File: config.mk
export PLATFORM = sky130hd
export DESIGN_NAME = branch_resolve_unit
export DESIGN_NICKNAME = d
export VERILOG_FILES = /design/src/rtl/branch_resolve_unit.sv
export SDC_FILE = /design/constraint.sdc
export NUM_CORES = 1
export LEC_CHECK = 0
export CAP_MARGIN = 30
export CORE_UTILIZATION = 24
export DETAILED_ROUTE_END_ITERATION = 10
export GPL_ROUTABILITY_DRIVEN = 0
export PLACE_DENSITY = 0.49
export REMOVE_ABC_BUFFERS = 1
export SLEW_MARGIN = 10
export SYNTH_ARGS = -nofsm -noshare
export SYNTH_HDL_FRONTEND = slang
export SYNTH_SLANG_ARGS = --single-unit
File: constraint.sdc
create_clock -name clk -period 3.26 [get_ports clk]
set_input_delay 0.326 -clock clk [delete_from_list [all_inputs] [get_ports clk]]
set_output_delay 0.326 -clock clk [all_outputs]
set_load 0.05 [all_outputs]
File: src/rtl/branch_resolve_unit.sv
// LEGv8 branch resolution: decodes B/BL/B.cond/CBZ/BR, owns NZCV,
// and squashes wrong-path instructions after a taken branch.
module branch_resolve_unit #(
  parameter int FLUSH_DEPTH = 2
) (
  input  logic        clk,
  input  logic        reset,
  input  logic [31:0] instr,
  input  logic        in_valid,
  output logic        in_ready,
  input  logic        pc_stall,
  input  logic        flags_we,
  input  logic [3:0]  flags_in,
  input  logic        reg_zero,
  output logic        ctrl_valid,
  output logic        UncondBr,
  output logic        BrTaken,
  output logic        BranchToReg,
  output logic [25:0] BrAddr26,
  output logic [18:0] CondAddr19,
  output logic        is_link,
  output logic [3:0]  flags
);

  localparam logic [2:0] FD = 3'(FLUSH_DEPTH);

  typedef enum logic {RUN, SQUASH} state_t;

  state_t     state;
  logic [2:0] squash_cnt;

  logic is_b, is_bl, is_cbz, is_bcond, is_br;
  logic [3:0] eff;
  logic n, z, c, v;
  logic base, cond_ok;

  logic        nx_ub, nx_bt, nx_btr, nx_link;
  logic [25:0] nx_a26;
  logic [18:0] nx_a19;

  assign in_ready = !pc_stall;

  assign is_b     = instr[31:26] == 6'b000101;
  assign is_bl    = instr[31:26] == 6'b100101;
  assign is_cbz   = instr[31:24] == 8'b10110100;
  assign is_bcond = instr[31:24] == 8'b01010100;
  assign is_br    = instr[31:21] == 11'b11010110000;

  // zero-cycle forwarding of an ALU flag write
  assign eff = flags_we ? flags_in : flags;
  assign {n, z, c, v} = eff;

  always_comb begin
    base = 1'b1;
    case (instr[3:1])
      3'd0:    base = z;
      3'd1:    base = c;
      3'd2:    base = n;
      3'd3:    base = v;
      3'd4:    base = c & !z;
      3'd5:    base = n == v;
      3'd6:    base = !z & (n == v);
      default: base = 1'b1;
    endcase
    // odd codes invert, except AL/NV which are always true
    cond_ok = (instr[3:1] == 3'b111) ? 1'b1 : (base ^ instr[0]);
  end

  always_comb begin
    nx_ub   = 1'b0;
    nx_bt   = 1'b0;
    nx_btr  = 1'b0;
    nx_link = 1'b0;
    nx_a26  = '0;
    nx_a19  = '0;
    unique case (1'b1)
      is_b, is_bl: begin
        nx_ub   = 1'b1;
        nx_bt   = 1'b1;
        nx_a26  = instr[25:0];
        nx_link = is_bl;
      end
      is_bcond: begin
        nx_bt  = cond_ok;
        nx_a19 = instr[23:5];
      end
      is_cbz: begin
        nx_bt  = reg_zero;
        nx_a19 = instr[23:5];
      end
      is_br: begin
        nx_bt  = 1'b1;
        nx_btr = 1'b1;
      end
      default: ;
    endcase
  end

  always_ff @(posedge clk) begin
    if (!reset) begin
      state       <= RUN;
      squash_cnt  <= '0;
      flags       <= '0;
      ctrl_valid  <= 1'b0;
      UncondBr    <= 1'b0;
      BrTaken     <= 1'b0;
      BranchToReg <= 1'b0;
      BrAddr26    <= '0;
      CondAddr19  <= '0;
      is_link     <= 1'b0;
    end else begin
      if (flags_we)
        flags <= flags_in;
      if (!pc_stall) begin
        ctrl_valid  <= 1'b0;
        UncondBr    <= 1'b0;
        BrTaken     <= 1'b0;
        BranchToReg <= 1'b0;
        BrAddr26    <= '0;
        CondAddr19  <= '0;
        is_link     <= 1'b0;
        if (in_valid) begin
          if (state == SQUASH) begin
            squash_cnt <= squash_cnt - 3'd1;
            if (squash_cnt == 3'd1)
              state <= RUN;
          end else begin
            ctrl_valid  <= 1'b1;
            UncondBr    <= nx_ub;
            BrTaken     <= nx_bt;
            BranchToReg <= nx_btr;
            BrAddr26    <= nx_a26;
            CondAddr19  <= nx_a19;
            is_link     <= nx_link;
            if (nx_bt) begin
              squash_cnt <= FD;
              if (FD != 3'd0)
                state <= SQUASH;
            end
          end
        end
      end
    end
  end

endmodule

==> flow_summary.yaml, run 1 <==
critical_path:
  criticalPathCategory: "primary input to flip-flop"
  crit_family: "buffers and inverters"
  reg2reg_slack_ns: 1.43
  worst_ep_required_time_ns: 3.53
  slowest_delay_ns: 0.73
  cp_slowest_cell: "clkdlybuf4s50_1"
  cp_cell_sequence: "clkdlybuf4s50_1, mux2i_1, nand2_1, a211oi_1, or3_1, a31oi_2, nor2_1, a41o_1"
  worstPathArrival_ns: 2.42
  startpoint_type: "primary input"
  critPathMaxFanout: 9
  cp-end-kind: "flip-flop"
  cp.buffers_inverters: 1
cells_and_area:
  diodes: 0
  fin_nets: 393
  area_growth_pct: 51.9
  fill_cells: 999
  final_area_sq_um: 3760
  multiInputGateArea_sq_um: 1220
  drive_gt1_share_pct: 8.50
  seq_area_sq_um: 1160
timing:
  fin_skew_ns: 0.00669
  slew_viol_final: 0
  maxSlewHeadroom_pct: 64.2
  tns_ns: 0
  setup_slack_ns: 1.12
  worst_pin_slew_ns: 0.537
  min_period_over_period_pct: 65.7
  rsz0062_at_grt: "no"
  layout_min_cycle_time_ns: 2.14
  hold_viol: 0
  clock.fmax_ghz: 0.467
  setup_viol: 0
routing:
  drt_pre_antenna_iters: 4
  via_per_inst: 4.50
  totalWireLength_um: 6890
  route.detailed.drc: 0
  ant_nets: 0
  post_drt_wl_per_cell_um: 14.2
  drt_iter0_markers: 55
  dr_total_vias: 2188
cts:
  ctsResizeCount: 0
  postCtsSetupBuffers: 0
  cts_inserted_buffers: 9
  postCtsHoldBufs: 0
  cts_max_level: 3
  clkLatencyLatePin_ns: 0.33
  max-clock-path-buffers: 2
  clock-sinks: 58
  cts_tree: "yes"
  clk_pin_slew_ns: 0.07
  root_buffer: "clkbuf_8"
synthesis:
  synth-seq-cells: 58
  synth_edf_count: 0
  synth_cell_type_count: 42
  synthCells: 256
  syn_avg_cell_area_sq_um: 9.67
  async_reset_ff_share_pct: 0
  synth_warnings: 0
  ys_seq_area_share_pct: 46.9
  ys.flop_type: "dfxtp_1"
  syn_area_sq_um: 2470
floorplanning:
  die_w_um: 104
  row_count: 36
  dieArea_sq_um: 10700
  dieHeight_um: 104
  io_pins: 97
  start_util_pct: 25.1
  core_sq_um: 9860
global_routing:
  grt_pass1_wl_um: 11500
  gr-total-overflow: 0
  track_usage_pct: 13.6
  grt_pass1_vias: 2194
  antenna_found_initial: 0
  grt_start_max_net_pins: 62
power_and_ir_drop:
  swShare_pct: 24.3
  p_int_mw: 1.15
  combPwrFrac_pct: 11.2
  seqPwrFrac_pct: 47.2
  ir_worst_vdd_uv: 213
  power_frac_clock_pct: 41.6
  cellPowerDensity_nw_per_um2: 404
  p_switching_mw: 0.369
  p_leak_nw: 1.23
place:
  dpl_cell_area_sq_um: 3550
  portBuffers: 96
  post-place-ws_ns: 0.772
  dpl.hpwl_um: 4520
outcome:
  status: "completed"
run:
  drv_cap: 0
min_path:
  hold_class: "primary input to flip-flop"
## Yosys cell counts (all sizes together) (2+ instances only)
cell type / instances / area (sq um)
nor2: 6 / 25.0
nand4: 2 / 12.5
a21oi: 4 / 20.0
nand2: 11 / 41.3
buf: 5 / 27.5
ha: 2 / 25.0
clkbuf: 13 / 48.8
o21ai: 5 / 25.0
mux2: 2 / 22.5
dfxtp: 58 / 1160
nand3: 7 / 35.0
a211oi: 2 / 20.0
nor3: 2 / 10.0
nor2b: 57 / 357
nor3b: 2 / 20.0
mux2i: 7 / 70.1
a31oi: 2 / 18.8
inv: 5 / 18.8
xnor2: 2 / 17.5
a22oi: 46 / 345
## state kept, by name, summed over array words and instances, names as in the netlist
register and flops:
BrAddr26 26, BrTaken 1, BranchToReg 1, CondAddr19 19
UncondBr 1, ctrl_valid 1, flags 4, is_link 1
squash_cnt 3, state 1
## path summary, 6_finish.rpt
check,cells past startpoint,start,end
worst min-delay path,2,reset,squash_cnt[2]
worst min register to register,2,BrTaken,BrTaken
worst max register to register,7,flags[3],squash_cnt[0]
worst max-delay path,8,flags_we,squash_cnt[0]
## power by group through the flow
| stage | sequential (mW) | combinational [mW] | clock, mW |
|---|---|---|---|
| 4_1_cts | 0.718 | 0.170 | 0.665 |
| 6_report | 0.718 | 0.170 | 0.632 |
| 3_3_place_gp | 0.734 | 0.169 | 0 |
| 5_1_grt | 0.718 | 0.185 | 0.693 |
| 2_1_floorplan | 0.750 | 0.0496 | 0 |
| 3_5_place_dp | 0.734 | 0.169 | 0 |
## layout by cell type (no fill, tap or decap), types with 4 or more instances in the layout
cell / Yosys / layout
nor2_1: 5 / 5
mux2i_1: 7 / 7
dfxtp_1: 58 / 58
nor2b_1: 57 / 57
o21ai_0: 4 / 4
clkdlybuf4s50_1: 0 / 94
nand2_1: 11 / 11
inv_1: 5 / 5
a21oi_1: 4 / 4
clkbuf_8: 0 / 13
a22oi_1: 46 / 46
nand3_1: 7 / 7
## stage by stage
step	utilization [%]	std cells	total power, mW	hold WS, ns
2_1_floorplan	-	238	0.800	0.444
3_3_place_gp	36.0	470	0.904	0.468
3_5_place_dp	36.0	470	0.903	0.478
4_1_cts	37.9	485	1.55	0.496
5_1_grt	38.1	486	1.60	0.425
6_report	38.1	486	1.52	0.416
## routing by layer
metal	global-route usage [%]	share of wire, %	vias to the layer above
met5	0	0	-
met4	3.42	0.44	0
met3	5.22	5.5	4
met2	21.4	46	63
met1	17.3	48	1013
li1	-	-	1108
## logic make-up after synthesis
logic type / synth area share, %
xor+xnor: 0.708
fa+ha+maj: 1.01
mux: 3.74
compound gates: 20.0
flops: 46.9
buf+inv: 3.84
simple gates: 23.8
## cell type report
class,count,share of cell area [%]
Multi-Input combinational cell,175,32.4
Sequential cell,58,30.9
Timing Repair Buffer,100,26.8
Clock buffer,13,4.76
Tap cell,133,4.43
Inverter,5,0.499
Clock inverter,2,0.266
Power figures use the tool's default switching activity.
==> inputs of run 2 (changes only) <==
==> constraint.sdc (replaced) <==
create_clock -name clk -period 2.1 [get_ports clk]
set_input_delay 0.21 -clock clk [delete_from_list [all_inputs] [get_ports clk]]
set_output_delay 0.21 -clock clk [all_outputs]
set_load 0.05 [all_outputs]
==> run 2 against run 1 <==
- utilization is 1.3 points higher
- first-iteration DRC count up 67%
- sequential power is 55% higher
- hold slack got worse by 0.083 ns
- non-clock buffer count rose by 16
- global-route usage decreased by 0.26 points
- final area increased by 3.5%
- critical endpoint unchanged
==> flow_summary.yaml, run 2 (synthesized netlist as in run 1, its figures left out) <==
outcome:
  status: "completed"
critical_path:
  slowest_delay_ns: 0.53
  cp-end-kind: "flip-flop"
  cp_cell_sequence: "clkdlybuf4s50_1, mux2_2, a221oi_2, nand3_1, a31oi_2, nor2_1, a41o_1"
  worstPathArrival_ns: 2.17
  cp.buffers_inverters: 1
  worst_ep_required_time_ns: 2.32
  cp_slowest_cell: "clkdlybuf4s50_1"
  critPathMaxFanout: 4
  criticalPathCategory: "primary input to flip-flop"
  startpoint_type: "primary input"
  crit_family: "compound AO/OA/AOI/OAI gates"
routing:
  totalWireLength_um: 6930
  route.detailed.drc: 0
  dr_total_vias: 2263
  via_per_inst: 4.51
  post_drt_wl_per_cell_um: 13.8
  ant_nets: 0
  drt_iter0_markers: 92
  drt_pre_antenna_iters: 4
cts:
  root_buffer: "clkbuf_8"
  max-clock-path-buffers: 2
  ctsResizeCount: 0
  cts_max_level: 3
  cts_inserted_buffers: 9
  clkLatencyLatePin_ns: 0.33
  postCtsSetupBuffers: 0
  clk_pin_slew_ns: 0.07
  postCtsHoldBufs: 0
  cts_tree: "yes"
  clock-sinks: 58
cells_and_area:
  fin_nets: 409
  area_growth_pct: 57.3
  largest_reg_flops: 26
  top_regs: "BrAddr26 x26, CondAddr19 x19, flags x4"
  final_cell_mix: "93 x clkdlybuf4s50_1, 58 x dfxtp_1, 57 x nor2b_1, 46 x a22oi_1, 19 x buf_4"
  diodes: 0
  drive_gt1_share_pct: 12.5
  final_common_cell: "clkdlybuf4s50_1"
  largest-register: "BrAddr26"
floorplanning:
  core_sq_um: 9860
  dieHeight_um: 104
  io_pins: 97
  die_w_um: 104
  row_count: 36
  start_util_pct: 25.1
  dieArea_sq_um: 10700
min_path:
  hold_class: "primary input to flip-flop"
timing:
  tns_ns: 0
  worst_pin_slew_ns: 0.653
  min_period_over_period_pct: 92.6
  setup_viol: 0
  fin_skew_ns: 0.00753
  clock.fmax_ghz: 0.514
  slew_viol_final: 0
  maxSlewHeadroom_pct: 56.4
  rsz0062_at_grt: "no"
  hold_viol: 0
  layout_min_cycle_time_ns: 1.94
power_and_ir_drop:
  swShare_pct: 23.2
  combPwrFrac_pct: 11.6
  p_leak_nw: 1.31
  ir_worst_vdd_uv: 318
  seqPwrFrac_pct: 45.2
  cellPowerDensity_nw_per_um2: 633
  power_frac_clock_pct: 43.2
  p_int_mw: 1.89
  p_switching_mw: 0.571
  power_mw: 2.47
global_routing:
  track_usage_pct: 13.3
  antenna_found_initial: 0
  gr-total-overflow: 0
  grt_start_max_net_pins: 51
  grt_pass1_vias: 2250
  grt_pass1_wl_um: 11300
run:
  drv_cap: 0
place:
  portBuffers: 96
  dpl.hpwl_um: 4720
==> run 2: cell types whose count changed in the layout (fill, tap and decap cells not counted) <==
cell	previous run	this run
clkbuf_1	0	1
clkdlybuf4s50_1	94	93
clkinv_2	2	1
bufinv_16	0	1
buf_4	2	19
clkbuf_8	13	12
==> run 2: final timing paths <==
| path | startpoint | to | slack (ns) | depth (start not counted) |
|---|---|---|---|---|
| setup / recovery | instr[1] | squash_cnt[0] | 0.16 | 7 |
| hold reg to reg | BrTaken | BrTaken | 0.49 | 2 |
| hold / removal | pc_stall | squash_cnt[1] | 0.33 | 4 |
| setup reg to reg | flags[0] | squash_cnt[0] | 0.27 | 7 |
==> run 2: power groups by stage <==
stage | combinational [mW] | sequential (mW) | clock (mW)
after floorplan | 0.0770 | 1.16 | 0
after global routing | 0.307 | 1.11 | 1.17
after detailed placement | 0.288 | 1.14 | 0
after global placement | 0.287 | 1.14 | 0
after CTS | 0.289 | 1.11 | 1.11
final | 0.286 | 1.11 | 1.06
==> run 2: final cells by class <==
class,count,area [sq um]
Tap cell,133,166
Sequential cell,58,1160
Inverter,5,18.8
Multi-Input combinational cell,175,1220
Clock inverter,2,35.0
Clock buffer,13,169
Fill cell,983,5970
Timing Repair Buffer,116,1120
==> run 2: worst register-to-register path, cell delays in order, from the launching register on <==
cell and delay, ns:
dfxtp_1 0.38, xnor2_1 0.13, a211oi_2 0.23, a211oi_1 0.09, or3_1 0.37, a31oi_2 0.17
nor2_1 0.11, a41o_1 0.24
==> run 2: per-stage QoR <==
step | worst slack, ns | area, sq um | utilization, % | cells | hold slack (ns)
finish | 0.156 | 3890 | 39.5 | 502 | 0.333
CTS | 0.188 | 3890 | 39.5 | 502 | 0.306
detailed placement | -0.182 | 3690 | 37.4 | 487 | 0.480
global route | 0.113 | 3890 | 39.5 | 502 | 0.382
global placement | -0.116 | 3690 | 37.4 | 487 | 0.481
floorplan | 0.0475 | 2400 | - | 238 | 0.328
==> run 2: routing by layer <==
metal / up-vias / global-route usage (%) / routed length [um]
met1: 1053 / 16.2 / 3210
met4: 0 / 4.35 / 76
met3: 9 / 4.41 / 418
met2: 66 / 22.0 / 3220
met5: - / 0 / 0
li1: 1135 / - / -
==> inputs of run 3 (changes only) <==
--- a/config.mk
+++ b/config.mk
@@ -6,10 +6,11 @@
 export NUM_CORES = 1
 export LEC_CHECK = 0
 export CAP_MARGIN = 30
+export CORE_ASPECT_RATIO = 1.5
 export CORE_UTILIZATION = 24
 export DETAILED_ROUTE_END_ITERATION = 10
 export GPL_ROUTABILITY_DRIVEN = 0
-export PLACE_DENSITY = 0.49
+export PLACE_DENSITY = 0.6
 export REMOVE_ABC_BUFFERS = 1
 export SLEW_MARGIN = 10
 export SYNTH_ARGS = -nofsm -noshare
==> run 3 against run 2 <==
- the run now ends with DRC left
- sequential share of layout area fell by 0.61 points
- critical path depth did not move
- setup slack improved by 0.072 ns
- clock power rose by 45%
- final cell count fell by 3.4%
- power rose by 19%
- sequential power barely moved
- clock skew fell by 0.0039 ns
- non-clock buffer count fell by 2
- combinational power fell by 1%
- final area rose by 2.1%
- utilization barely moved
- largest cell class unchanged
- highest routed layer unchanged
==> flow_summary.yaml, run 3 (synthesized netlist as in run 1, its figures left out) <==
routing:
  totalWireLength_um: 6800
  route.detailed.drc: 9
  dr_total_vias: 2277
  via_per_inst: 4.69
  ant_nets: 0
  post_drt_wl_per_cell_um: 14.0
  drt_iter0_markers: 69
  drt_pre_antenna_iters: 8
outcome:
  status: "complete, but fails checks"
  violations: "DRC"
cells_and_area:
  diodes: 0
  fin_nets: 407
  fin_util_pct: 39.4
  final_cell_mix: "93 x clkdlybuf4s50_1, 58 x dfxtp_1, 57 x nor2b_1, 46 x a22oi_1, 17 x buf_4"
  final_common_cell: "clkdlybuf4s50_1"
  top_regs: "BrAddr26 x26, CondAddr19 x19, flags x4"
  largest-register: "BrAddr26"
  area_growth_pct: 60.6
  largest_reg_flops: 26
  drive_gt1_share_pct: 12.2
cts:
  clkLatencyLatePin_ns: 0.32
  postCtsSetupBuffers: 0
  postCtsHoldBufs: 0
  root_buffer: "clkbuf_16"
  cts_tree: "yes"
  clock-sinks: 58
  ctsResizeCount: 0
  cts_max_level: 3
  max-clock-path-buffers: 2
  cts_inserted_buffers: 9
  clk_pin_slew_ns: 0.05
global_routing:
  grt_start_max_net_pins: 49
  use_met2_pct: 23.0
  grt_pass1_wl_um: 11100
  grt_pass1_vias: 2349
  gr-usage-met3_pct: 4.10
  antenna_found_initial: 0
  met1_usage_pct: 14.4
  track_usage_pct: 13.2
  gr-total-overflow: 0
  busiest_layer: "met2"
critical_path:
  r2r-end: "squash_cnt[0]"
  r2r_cells: 7
  cp-end-kind: "flip-flop"
  worstPathArrival_ns: 2.08
  reg2reg_slack_ns: 0.30
  worst_ep_required_time_ns: 2.31
  startpoint_type: "primary input"
  criticalPathCategory: "primary input to flip-flop"
  reg2reg_from: "flags[0]"
  critPathMaxFanout: 4
power_and_ir_drop:
  ir_worst_vdd_uv: 409
  p_leak_nw: 1.35
  cellPowerDensity_nw_per_um2: 740
  swShare_pct: 21.1
  power_mw: 2.94
  p_int_mw: 2.32
  combPwrFrac_pct: 9.6
  p_switching_mw: 0.620
  power_frac_clock_pct: 52.4
  seqPwrFrac_pct: 38.0
timing:
  setup_viol: 0
  hold_viol: 0
  setup_slack_ns: 0.228
  layout_min_cycle_time_ns: 1.87
  worst_pin_slew_ns: 0.692
  fin_skew_ns: 0.00362
  maxSlewHeadroom_pct: 53.8
  min_period_over_period_pct: 89.1
  rsz0062_at_grt: "no"
  clock.fmax_ghz: 0.534
  slew_viol_final: 0
floorplanning:
  row_count: 45
  core_sq_um: 10100
  dieArea_sq_um: 10700
  die_w_um: 84.9
  start_util_pct: 24.6
  io_pins: 97
  dieHeight_um: 126
place:
  dpl.hpwl_um: 4670
  portBuffers: 96
  post-place-ws_ns: -0.0943
min_path:
  hold_class: "primary input to flip-flop"
  hold_depth: 3
  hold_start: "pc_stall"
  min_to: "BrTaken"
run:
  drv_cap: 0
==> run 3: cell count changes in the layout (fill, tap and decap cells not counted), sizes merged <==
cell / change
clkinvlp: +1
bufinv: +1
buf: -2
clkbuf: -2
clkinv: +1
==> run 3: power groups by stage <==
stage          clock network, mW  logic, mW  registers [mW]
2_1_floorplan                  0     0.0770            1.16
3_3_place_gp                   0      0.280            1.14
3_5_place_dp                   0      0.283            1.14
4_1_cts                     1.60      0.284            1.12
5_1_grt                     1.65      0.304            1.12
6_report                    1.54      0.282            1.12
==> run 3: how the worst max path moves through the flow <==
stage	from	end	slack, ns	depth (start not counted)
after floorplan	flags[0]	squash_cnt[0]	0.05	7
after global placement	instr[23]	squash_cnt[0]	-0.07	8
after detailed placement	instr[1]	squash_cnt[0]	-0.09	7
after CTS	instr[1]	squash_cnt[0]	0.25	7
after global routing	instr[23]	squash_cnt[0]	0.08	8
final	instr[1]	squash_cnt[0]	0.23	7
==> run 3: critical path, cell delays in order <==
cell and delay, ns:
clkdlybuf4s50_1 0.51, mux2_2 0.36, a221oi_2 0.31, nand3_1 0.14, a31oi_2 0.21, nor2_1 0.10
a41o_1 0.24
==> run 3: routing by layer <==
metal	vias up	part of all wire [%]
met1	1068	43
met3	8	6.1
li1	1133	-
met5	-	0
met2	68	49
met4	0	2.1
==> run 3: cell type report <==
type                       instances  area [sq um]
timing repair buffer             114          1110
clock inverter                     5          77.6
fill                            1004          6100
multi-input combinational        175          1220
sequential                        58          1160
clock buffer                      11           243
tap                              117           146
inverter                           5          18.8
==> run 3: stage by stage <==
stage               instance area (sq um)  cells  TNS, ns  hold WS, ns
floorplan                            2400    238        0        0.328
global placement                     3650    469   -0.117        0.464
detailed placement                   3650    469   -0.178        0.481
CTS                                  3970    485        0        0.175
global route                         3970    485        0        0.224
finish                               3970    485        0        0.180
